===== src/rtl/alu_pkg.sv =====
// alu_share_arb shared types: ALU opcodes, arbiter states, default width.
// Imported by alu_share_arb and rr_pick.
package alu_pkg;

  localparam int DW_DEF = 8;

  typedef enum logic [2:0] {
    AND = 3'b000,
    ADD = 3'b001,
    XOR = 3'b010,
    BNE = 3'b011,
    LS  = 3'b100,
    RS  = 3'b101,
    LW  = 3'b110,
    STR = 3'b111
  } alu_op_e;

  typedef enum logic [1:0] {
    IDLE = 2'd0,
    EXEC = 2'd1,
    RESP = 2'd2
  } arb_state_e;

endpackage


===== src/rtl/alu_share_arb_rr_pick.sv =====
// rr_pick: combinational round-robin picker; first set bit of i_req
// at or above i_ptr (wrapping). Ports: i_req, i_ptr -> o_gnt, o_idx, o_any.
module rr_pick
  import alu_pkg::*;
#(
  parameter int NREQ = 2,
  parameter int IW   = 1
) (
  input  logic [NREQ-1:0] i_req,
  input  logic [IW-1:0]   i_ptr,
  output logic [NREQ-1:0] o_gnt,
  output logic [IW-1:0]   o_idx,
  output logic            o_any
);

  localparam logic [IW:0] NR = (IW+1)'(NREQ);

  logic [IW:0] w_j;

  always_comb begin
    o_gnt = '0;
    o_idx = '0;
    o_any = 1'b0;
    w_j   = '0;
    for (int k = 0; k < NREQ; k++) begin
      w_j = {1'b0, i_ptr} + (IW+1)'(k);
      if (w_j >= NR)
        w_j = w_j - NR;
      if (!o_any && i_req[w_j[IW-1:0]]) begin
        o_any              = 1'b1;
        o_gnt[w_j[IW-1:0]] = 1'b1;
        o_idx              = w_j[IW-1:0];
      end
    end
  end

endmodule


===== src/rtl/alu_share_arb.sv =====
// alu_share_arb: round-robin share of one combinational ALU among NREQ
// requesters. Ports: req_* (valid/ready op in), alu_* (to/from ALU),
// rsp_* (valid/ready result out), busy. Macro ALU_ARB_BACK2BACK_EN lets
// RESP grant the next op directly (2-cycle spacing instead of 3).
module alu_share_arb
  import alu_pkg::*;
#(
  parameter int NREQ = 2,
  parameter int DW   = DW_DEF
) (
  input  logic              clk,
  input  logic              rst_n,
  input  logic [NREQ-1:0]   req_valid,
  output logic [NREQ-1:0]   req_ready,
  input  logic [3*NREQ-1:0] req_cmd,
  input  logic [DW*NREQ-1:0] req_a,
  input  logic [DW*NREQ-1:0] req_b,
  input  logic [DW*NREQ-1:0] req_c,
  output logic [2:0]        alu_cmd,
  output logic [DW-1:0]     alu_a,
  output logic [DW-1:0]     alu_b,
  output logic [DW-1:0]     alu_c,
  input  logic [DW-1:0]     alu_rslt,
  input  logic              alu_branch,
  output logic [NREQ-1:0]   rsp_valid,
  input  logic [NREQ-1:0]   rsp_ready,
  output logic [DW-1:0]     rsp_rslt,
  output logic              rsp_branch,
  output logic              busy
);

  localparam int IW = (NREQ > 1) ? $clog2(NREQ) : 1;

  arb_state_e      r_state;
  logic [IW-1:0]   r_ptr;
  logic [IW-1:0]   r_owner;
  alu_op_e         r_cmd;
  logic [DW-1:0]   r_a;
  logic [DW-1:0]   r_b;
  logic [DW-1:0]   r_c;
  logic [DW-1:0]   r_rslt;
  logic            r_branch;

  logic [IW-1:0]   w_ptr_sel;
  logic [IW-1:0]   w_nxt_ptr;
  logic [NREQ-1:0] w_gnt;
  logic [IW-1:0]   w_idx;
  logic            w_any;
  logic            w_hs;
  logic            w_take;

  assign w_nxt_ptr = (r_owner == IW'(NREQ-1)) ? '0 : r_owner + 1'b1;
  assign w_hs      = (r_state == RESP) && rsp_ready[r_owner];

`ifdef ALU_ARB_BACK2BACK_EN
  // Completing handshake doubles as an IDLE cycle with the advanced pointer.
  assign w_ptr_sel = (r_state == RESP) ? w_nxt_ptr : r_ptr;
  assign w_take    = w_any && ((r_state == IDLE) || w_hs);
`else
  assign w_ptr_sel = r_ptr;
  assign w_take    = w_any && (r_state == IDLE);
`endif

  rr_pick #(
    .NREQ (NREQ),
    .IW   (IW)
  ) u_pick (
    .i_req (req_valid),
    .i_ptr (w_ptr_sel),
    .o_gnt (w_gnt),
    .o_idx (w_idx),
    .o_any (w_any)
  );

  assign req_ready  = w_take ? w_gnt : '0;
  assign alu_cmd    = r_cmd;
  assign alu_a      = r_a;
  assign alu_b      = r_b;
  assign alu_c      = r_c;
  assign rsp_rslt   = r_rslt;
  assign rsp_branch = r_branch;
  assign busy       = (r_state != IDLE);

  always_comb begin
    rsp_valid = '0;
    if (r_state == RESP)
      rsp_valid[r_owner] = 1'b1;
  end

  always_ff @(posedge clk or negedge rst_n) begin
    if (!rst_n) begin
      r_state  <= IDLE;
      r_ptr    <= '0;
      r_owner  <= '0;
      r_cmd    <= AND;
      r_a      <= '0;
      r_b      <= '0;
      r_c      <= '0;
      r_rslt   <= '0;
      r_branch <= 1'b0;
    end else begin
      unique case (r_state)
        IDLE: begin
          if (w_take)
            r_state <= EXEC;
        end
        EXEC: begin
          r_rslt   <= alu_rslt;
          r_branch <= alu_branch;
          r_state  <= RESP;
        end
        RESP: begin
          if (w_hs) begin
            r_ptr   <= w_nxt_ptr;
            r_state <= w_take ? EXEC : IDLE;
          end
        end
        default: r_state <= IDLE;
      endcase
      if (w_take) begin
        r_owner <= w_idx;
        r_cmd   <= alu_op_e'(req_cmd[3*w_idx +: 3]);
        r_a     <= req_a[DW*w_idx +: DW];
        r_b     <= req_b[DW*w_idx +: DW];
        r_c     <= req_c[DW*w_idx +: DW];
      end
    end
  end

endmodule


===== config.mk =====
export PLATFORM = sky130hd
export DESIGN_NAME = alu_share_arb
export DESIGN_NICKNAME = d
export VERILOG_FILES = /design/src/rtl/alu_pkg.sv /design/src/rtl/alu_share_arb_rr_pick.sv /design/src/rtl/alu_share_arb.sv
export SDC_FILE = /design/constraint.sdc
export NUM_CORES = 1
export LEC_CHECK = 0
export ABC_AREA = 1
export CAP_MARGIN = 20
export CORE_MARGIN = 4
export CORE_UTILIZATION = 40
export DETAILED_ROUTE_END_ITERATION = 6
export PLACE_DENSITY = 0.81
export REMOVE_ABC_BUFFERS = 1
export SYNTH_ARGS = -nofsm -noshare
export SYNTH_HDL_FRONTEND = slang
export SYNTH_SLANG_ARGS = --single-unit

===== constraint.sdc =====
create_clock -name clk -period 1.2 [get_ports clk]
set_input_delay 0.24 -clock clk [delete_from_list [all_inputs] [get_ports clk]]
set_output_delay 0.24 -clock clk [all_outputs]
set_load 0.02 [all_outputs]

Word level (Yosys, flattened, before mapping)
Index checks and enable logic that the tools add are counted.
{ "word_totals": {"register_bits": 40, "in_bits": 69, "out_inout_bits": 41, "elab_cells": 69} }
{ "op_classes": {"n_addsub": 4, "multipliers": 1, "n_lt_le_gt_ge": 8, "eq_ne": 4, "n_shift": 4, "mux": 27, "bitwise_logic": 1, "reduce_logical": 11} }
{ "op_table": {"columns": ["op", "count"], "rows": [
  ["16-bit by 5-bit indexed part select with 8-bit output", 3],
  ["1-bit 2-to-1 mux", 17],
  ["2-bit 2-to-1 mux", 6],
  ["1-bit logical AND", 6],
  ["1-bit by 2-bit less-than comparator with 1-bit output (second input constant)", 3],
  ["2-bit one-hot mux with 3 select lines", 1],
  ["6-bit by 4-bit indexed part select with 3-bit output", 1],
  ["2-bit inequality test (second input constant)", 2],
  ["2-bit AND reduction", 2],
  ["1-bit demux with 1-bit select", 3],
  ["1-bit >= comparator (second input constant)", 3],
  ["2-bit by 1-bit multiplier with 3-bit output (first input constant)", 1],
  ["1-bit by 1-bit adder with 2-bit output (second input constant)", 1],
  ["2-bit by 1-bit == test with 1-bit output (second input constant)", 1],
  ["2-bit == test (second input constant)", 1],
  ["1-bit by 2-bit >= comparator with 1-bit output (second input constant)", 1],
  ["2-bit >= comparator (second input constant)", 1],
  ["2-bit logical NOT", 1],
  ["2-bit OR", 1],
  ["2-bit nonzero test", 1],
  ["1-bit subtractor (second input constant)", 2],
  ["1-bit adder (second input constant)", 1],
  ["1-bit logical NOT", 1]
]} }

Longest topological paths before layout
Gate-level depths: netlist of run 1.
{ "depth": {"word_depth": 12, "mapped_depth": 8, "ltp_nobuf": 6} }

Modules after synthesis
Synthesis of run 1 repeated with hierarchy kept, for this count alone.
{ "unflattened": {"cells_unflattened": 281, "hier_area_um2": 2000.7} }
{ "by_module_without_submodules": {"columns": ["mod", "instances", "cells_each", "area_per_inst_um2", "seq_area_each_um2"], "rows": [
  ["alu_share_arb", 1, 267, 1945.6, 1001.0],
  ["rr_pick", 1, 14, 55.1, 0.0]
]} }

Worst setup path before layout of run 1
OpenSTA, ideal clock, no wires.
{ "synth_path": {"path_type": "flip-flop to output port", "from": "reg r_state[0]", "to": "out req_ready[0]", "arrival_time_ps": 1227, "required_time_ps": 960, "setup_slack_ps": -267, "stages_incl_launch_ff": 7, "n_path_buf": 1, "cell_sequence": "dfrtp_1 inv_1 nand2_2 nor2_4 inv_1 buf_2 a21oi_1"} }
{ "synth_via": {"elab_chain_cells": 3} }
{ "synth_rtl": {"columns": ["item", "line", "rtl"], "rows": [
  ["start: declaration", "alu_share_arb.sv:34", "arb_state_e r_state;"],
  ["start signal: assignment", "alu_share_arb.sv:115", "r_state <= w_take ? EXEC : IDLE;"],
  ["2-bit logical NOT", "alu_share_arb.sv:61", "assign w_take = w_any && (r_state == IDLE);"],
  ["1-bit logical AND", "alu_share_arb.sv:61", null],
  ["2-bit 2-to-1 mux", "alu_share_arb.sv:75", "assign req_ready = w_take ? w_gnt : '0;"],
  ["end: declaration", "alu_share_arb.sv:14", "output logic [NREQ-1:0] req_ready,"]
]} }
Every way passes these cells.

Worst setup path after layout of run 1
Ends and elaborated chain as after synthesis.

==> results.py, run 1 <==
metrics = {
    "timing": {
        "post-route-min-period_ns": 1.48,
        "report.final.hold_viol_count": 0,
        "rsz0062_at_grt": "true",
        "maximum_frequency_from_static_timing_analysis_ghz": 0.675,
        "finClkSkew_ns": 0.00321,
        "layout_worst_path_cycle_share_pct": 123,
        "slew_viol_final": 0,
        "max_slew_margin_pct": 79.7,
        "least_setup_slack_across_all_paths_after_layout_ns": -0.281,
        "report.final.setup_viol": 32,
        "timing_worst_slew_pin_value_ns": 0.304,
    },
    "power": {
        "p_leak_nw": 1.88,
        "ir_drop_uv": 881,
        "pwr_density_cell_nw_per_um2": 2270,
    },
    "yosys": {
        "yosysSeqAreaShare_pct": 47.1,
        "synth_top_area_share_pct": 47.1,
        "yosys_register_bits": 40,
        "synth_cells": 299,
        "synth_area_um2": 2120,
        "ys_types": 15,
        "syn_avg_cell_area_um2": 7.11,
        "area_leader_netlist": "dfrtp_1",
        "post_synth_main_area_contributors": "dfrtp_1 (47%), nand2_1 (19%), nand3_1 (15%)",
        "synthesis.yosys.warnings": 0,
    },
    "die": {
        "dieWidth_um": 80.9,
        "floorplan.rows": 26,
        "floorplan_core_area_um2": 5140,
        "initial_core_utilization_pct": 41.3,
        "pin_count": 110,
        "die_h_um": 80.9,
        "die_area_um2": 6540,
    },
    "critical_path": {
        "setup.worst_path.class": "reg2out",
        "crit_path_start_kind": "flip-flop",
        "timing.rr.start": "r_ptr",
        "critPathMaxStageDelay_ns": 0.40,
        "r2r_slack_ns": -0.06,
        "worstReg2RegEnd": "alu_a[1]",
        "worst_path_max_delay_cell": "dfrtp_1",
        "worst_setup_path_end_kind": "output pin",
        "critical_path_buf_inv_count": 3,
        "crit_family": "flip-flops",
        "crit_chain": "inv_1 > nand2_2 > nor2_4 > inv_2 > a21oi_2 > buf_6",
        "count_of_cells_along_the_worst_register_to_register_path": 8,
        "timing.critical_path.arrival_ns": 1.24,
        "critical_path_required_ns": 0.96,
        "crit_fanout": 3,
    },
    "layout": {
        "antennaDiodeCount": 0,
        "fraction_of_final_layout_cells_sized_beyond_drive_strength_1_pct": 18.4,
        "postLayoutCellArea_um2": 3370,
        "syn2layout_area_growth_pct": 58.8,
        "post-route-util_pct": 65.7,
        "nNetsFinal": 486,
    },
    "placed_design": {
        "numPortBuffers": 109,
        "post_dp_cell_area_um2": 3290,
        "detailedPlacementHpwl_mm": 4.41,
        "rd_place_congestion": 0.753,
    },
    "global_routing": {
        "grtUsageMet2_pct": 34.2,
        "grt_overflow_total": 0,
        "grt_met1_usage_pct": 20.7,
        "grt_util_all_layers_pct": 18.9,
        "grt_start_max_net_pins": 30,
        "met3_usage_pct": 6.76,
        "grt_most_used_layer": "met2",
        "grt_pass1_wl_mm": 9.54,
        "number_of_antenna_violations_at_the_first_check_in_global_routing": 0,
        "grt_pass1_vias": 2171,
    },
    "route": {
        "drtIter0Drc": 124,
        "detail_route.first_pass.iterations": 4,
        "routed_antenna_nets": 0,
        "dr_total_vias": 2281,
        "route.final.wire_length_mm": 6.11,
        "vias_per_cell": 4.67,
        "wl_per_cell_um": 12.5,
        "drc": 0,
    },
    "hold_path": {
        "worstHoldPathType": "in2async",
    },
    "cts": {
        "cts_inserted_buffers": 5,
        "clkLatencyLatePin_ns": 0.29,
        "clkSinkCount": 40,
        "cts_tree": "yes",
        "max-clock-path-buffers": 2,
        "clockRootBuffer": "clkbuf_8",
        "cts.reportedPaths.clkPinSlew_ns": 0.08,
        "cts-htree-levels": 2,
    },
    "outcome": {
        "result_of_the_run": "finished with violations",
        "failing_checks": "negative setup slack",
    },
    "flow_run": {
        "drv.max_cap_violation_count": 0,
    },
}
[worst max path at each step]
stage                 startpoint            to  slack, ns  depth (start not counted)
finish                r_state[0]  req_ready[0]      -0.28                          6
CTS                   r_state[0]  req_ready[0]      -0.29                          6
global route          r_state[0]  req_ready[0]      -0.37                          6
detailed placement  req_valid[1]  req_ready[0]      -0.82                          6
floorplan             r_state[0]  req_ready[0]      -0.97                          5
global placement    req_valid[0]  req_ready[0]      -0.80                          6
[placed cells by master, fill, tap and decap left out]
cell type	n
nand2_8	1
dlygate4sd2_1	2
nand3_1	63
o21ai_0	2
nand2_2	3
inv_1	58
buf_12	2
a21oi_2	1
buf_4	17
clkbuf_8	5
buf_6	3
clkbuf_2	1
buf_2	28
inv_2	2
nor2_4	2
bufinv_16	1
nand2_1	105
dlygate4sd3_1	1
clkbuf_16	1
nor2_1	4
clkinv_2	1
o21ai_1	1
clkdlybuf4s50_1	65
clkdlybuf4s15_2	8
clkinvlp_4	1
dfrtp_1	40
[sequential cells by signal, indices dropped and copies added (netlist names)]
signal	cells
alu_a	8
alu_b	8
alu_c	8
alu_cmd	3
r_owner	1
r_ptr	1
r_state	2
rsp_branch	1
rsp_rslt	8
[logic make-up after synthesis]
kind of cell	share of synthesized area (%)
simple gates	35.6
compound gates	0.942
flops	47.1
buf+inv	16.3
[layer usage]
metal	vias to the layer above	part of all wire [%]
li1	1127	-
met1	1049	40
met2	99	50
met3	6	9.8
met4	0	0.90
met5	-	0
[stage by stage]
step / hold WS [ns] / setup TNS (ns) / setup WS (ns) / total power, W / instances
after floorplan: -0.0556 / -17.87 / -0.971 / 0.00458 / 282
after global placement: 0.145 / -13.84 / -0.804 / 0.00678 / 475
after global routing: 0.395 / -5.26 / -0.367 / 0.00823 / 488
after detailed placement: 0.144 / -14.82 / -0.817 / 0.00688 / 475
final: 0.371 / -2.23 / -0.281 / 0.00765 / 488
after CTS: 0.384 / -3.19 / -0.285 / 0.00788 / 485
[Yosys cell counts]
cell type / n
clkbuf_1: 1
nand2_1: 108
nand3_1: 63
dfrtp_1: 40
inv_1: 59
inv_2: 1
buf_2: 7
buf_6: 4
buf_4: 5
o21ai_1: 1
a21oi_1: 1
nand2_2: 1
nor2_1: 5
nor2_4: 1
o21ai_0: 2
[area by class of cell]
| type | count | area [um^2] |
|---|---|---|
| fillers | 486 | 1770 |
| repair buffers | 128 | 1140 |
| flip-flops and latches | 40 | 1000 |
| multi-input cells | 182 | 810 |
| inverters | 60 | 225 |
| well taps | 70 | 87.6 |
| clock buffers | 5 | 68.8 |
| clock inverters | 3 | 42.5 |
[power breakdown]
| part | switching, W | internal (W) |
|---|---|---|
| logic | 0.00255 | 0.00164 |
| registers | 0.000349 | 0.00203 |
| clock network | 0.000469 | 0.000615 |
| total | 0.00336 | 0.00429 |
[timing repair]
action                                  4_1_cts  5_1_grt
buffers inserted                              1        2
pin swaps                                     1        1
endpoints found under the setup margin       69       61
endpoints found under the hold margin        11        0
cloned                                        0        1
resized for setup                           144       33
hold buffers                                  1        0
Note: power is estimated with default switching activity, not from simulation.
==> run 2: changes to the inputs <==
--- a/config.mk
+++ b/config.mk
@@ -12,6 +12,7 @@
 export DETAILED_ROUTE_END_ITERATION = 6
 export PLACE_DENSITY = 0.81
 export REMOVE_ABC_BUFFERS = 1
+export SLEW_MARGIN = 20
 export SYNTH_ARGS = -nofsm -noshare
 export SYNTH_HDL_FRONTEND = slang
 export SYNTH_SLANG_ARGS = --single-unit
==> results of run 2 <==
Final layout, timing and power as in run 1 (identical DEF).
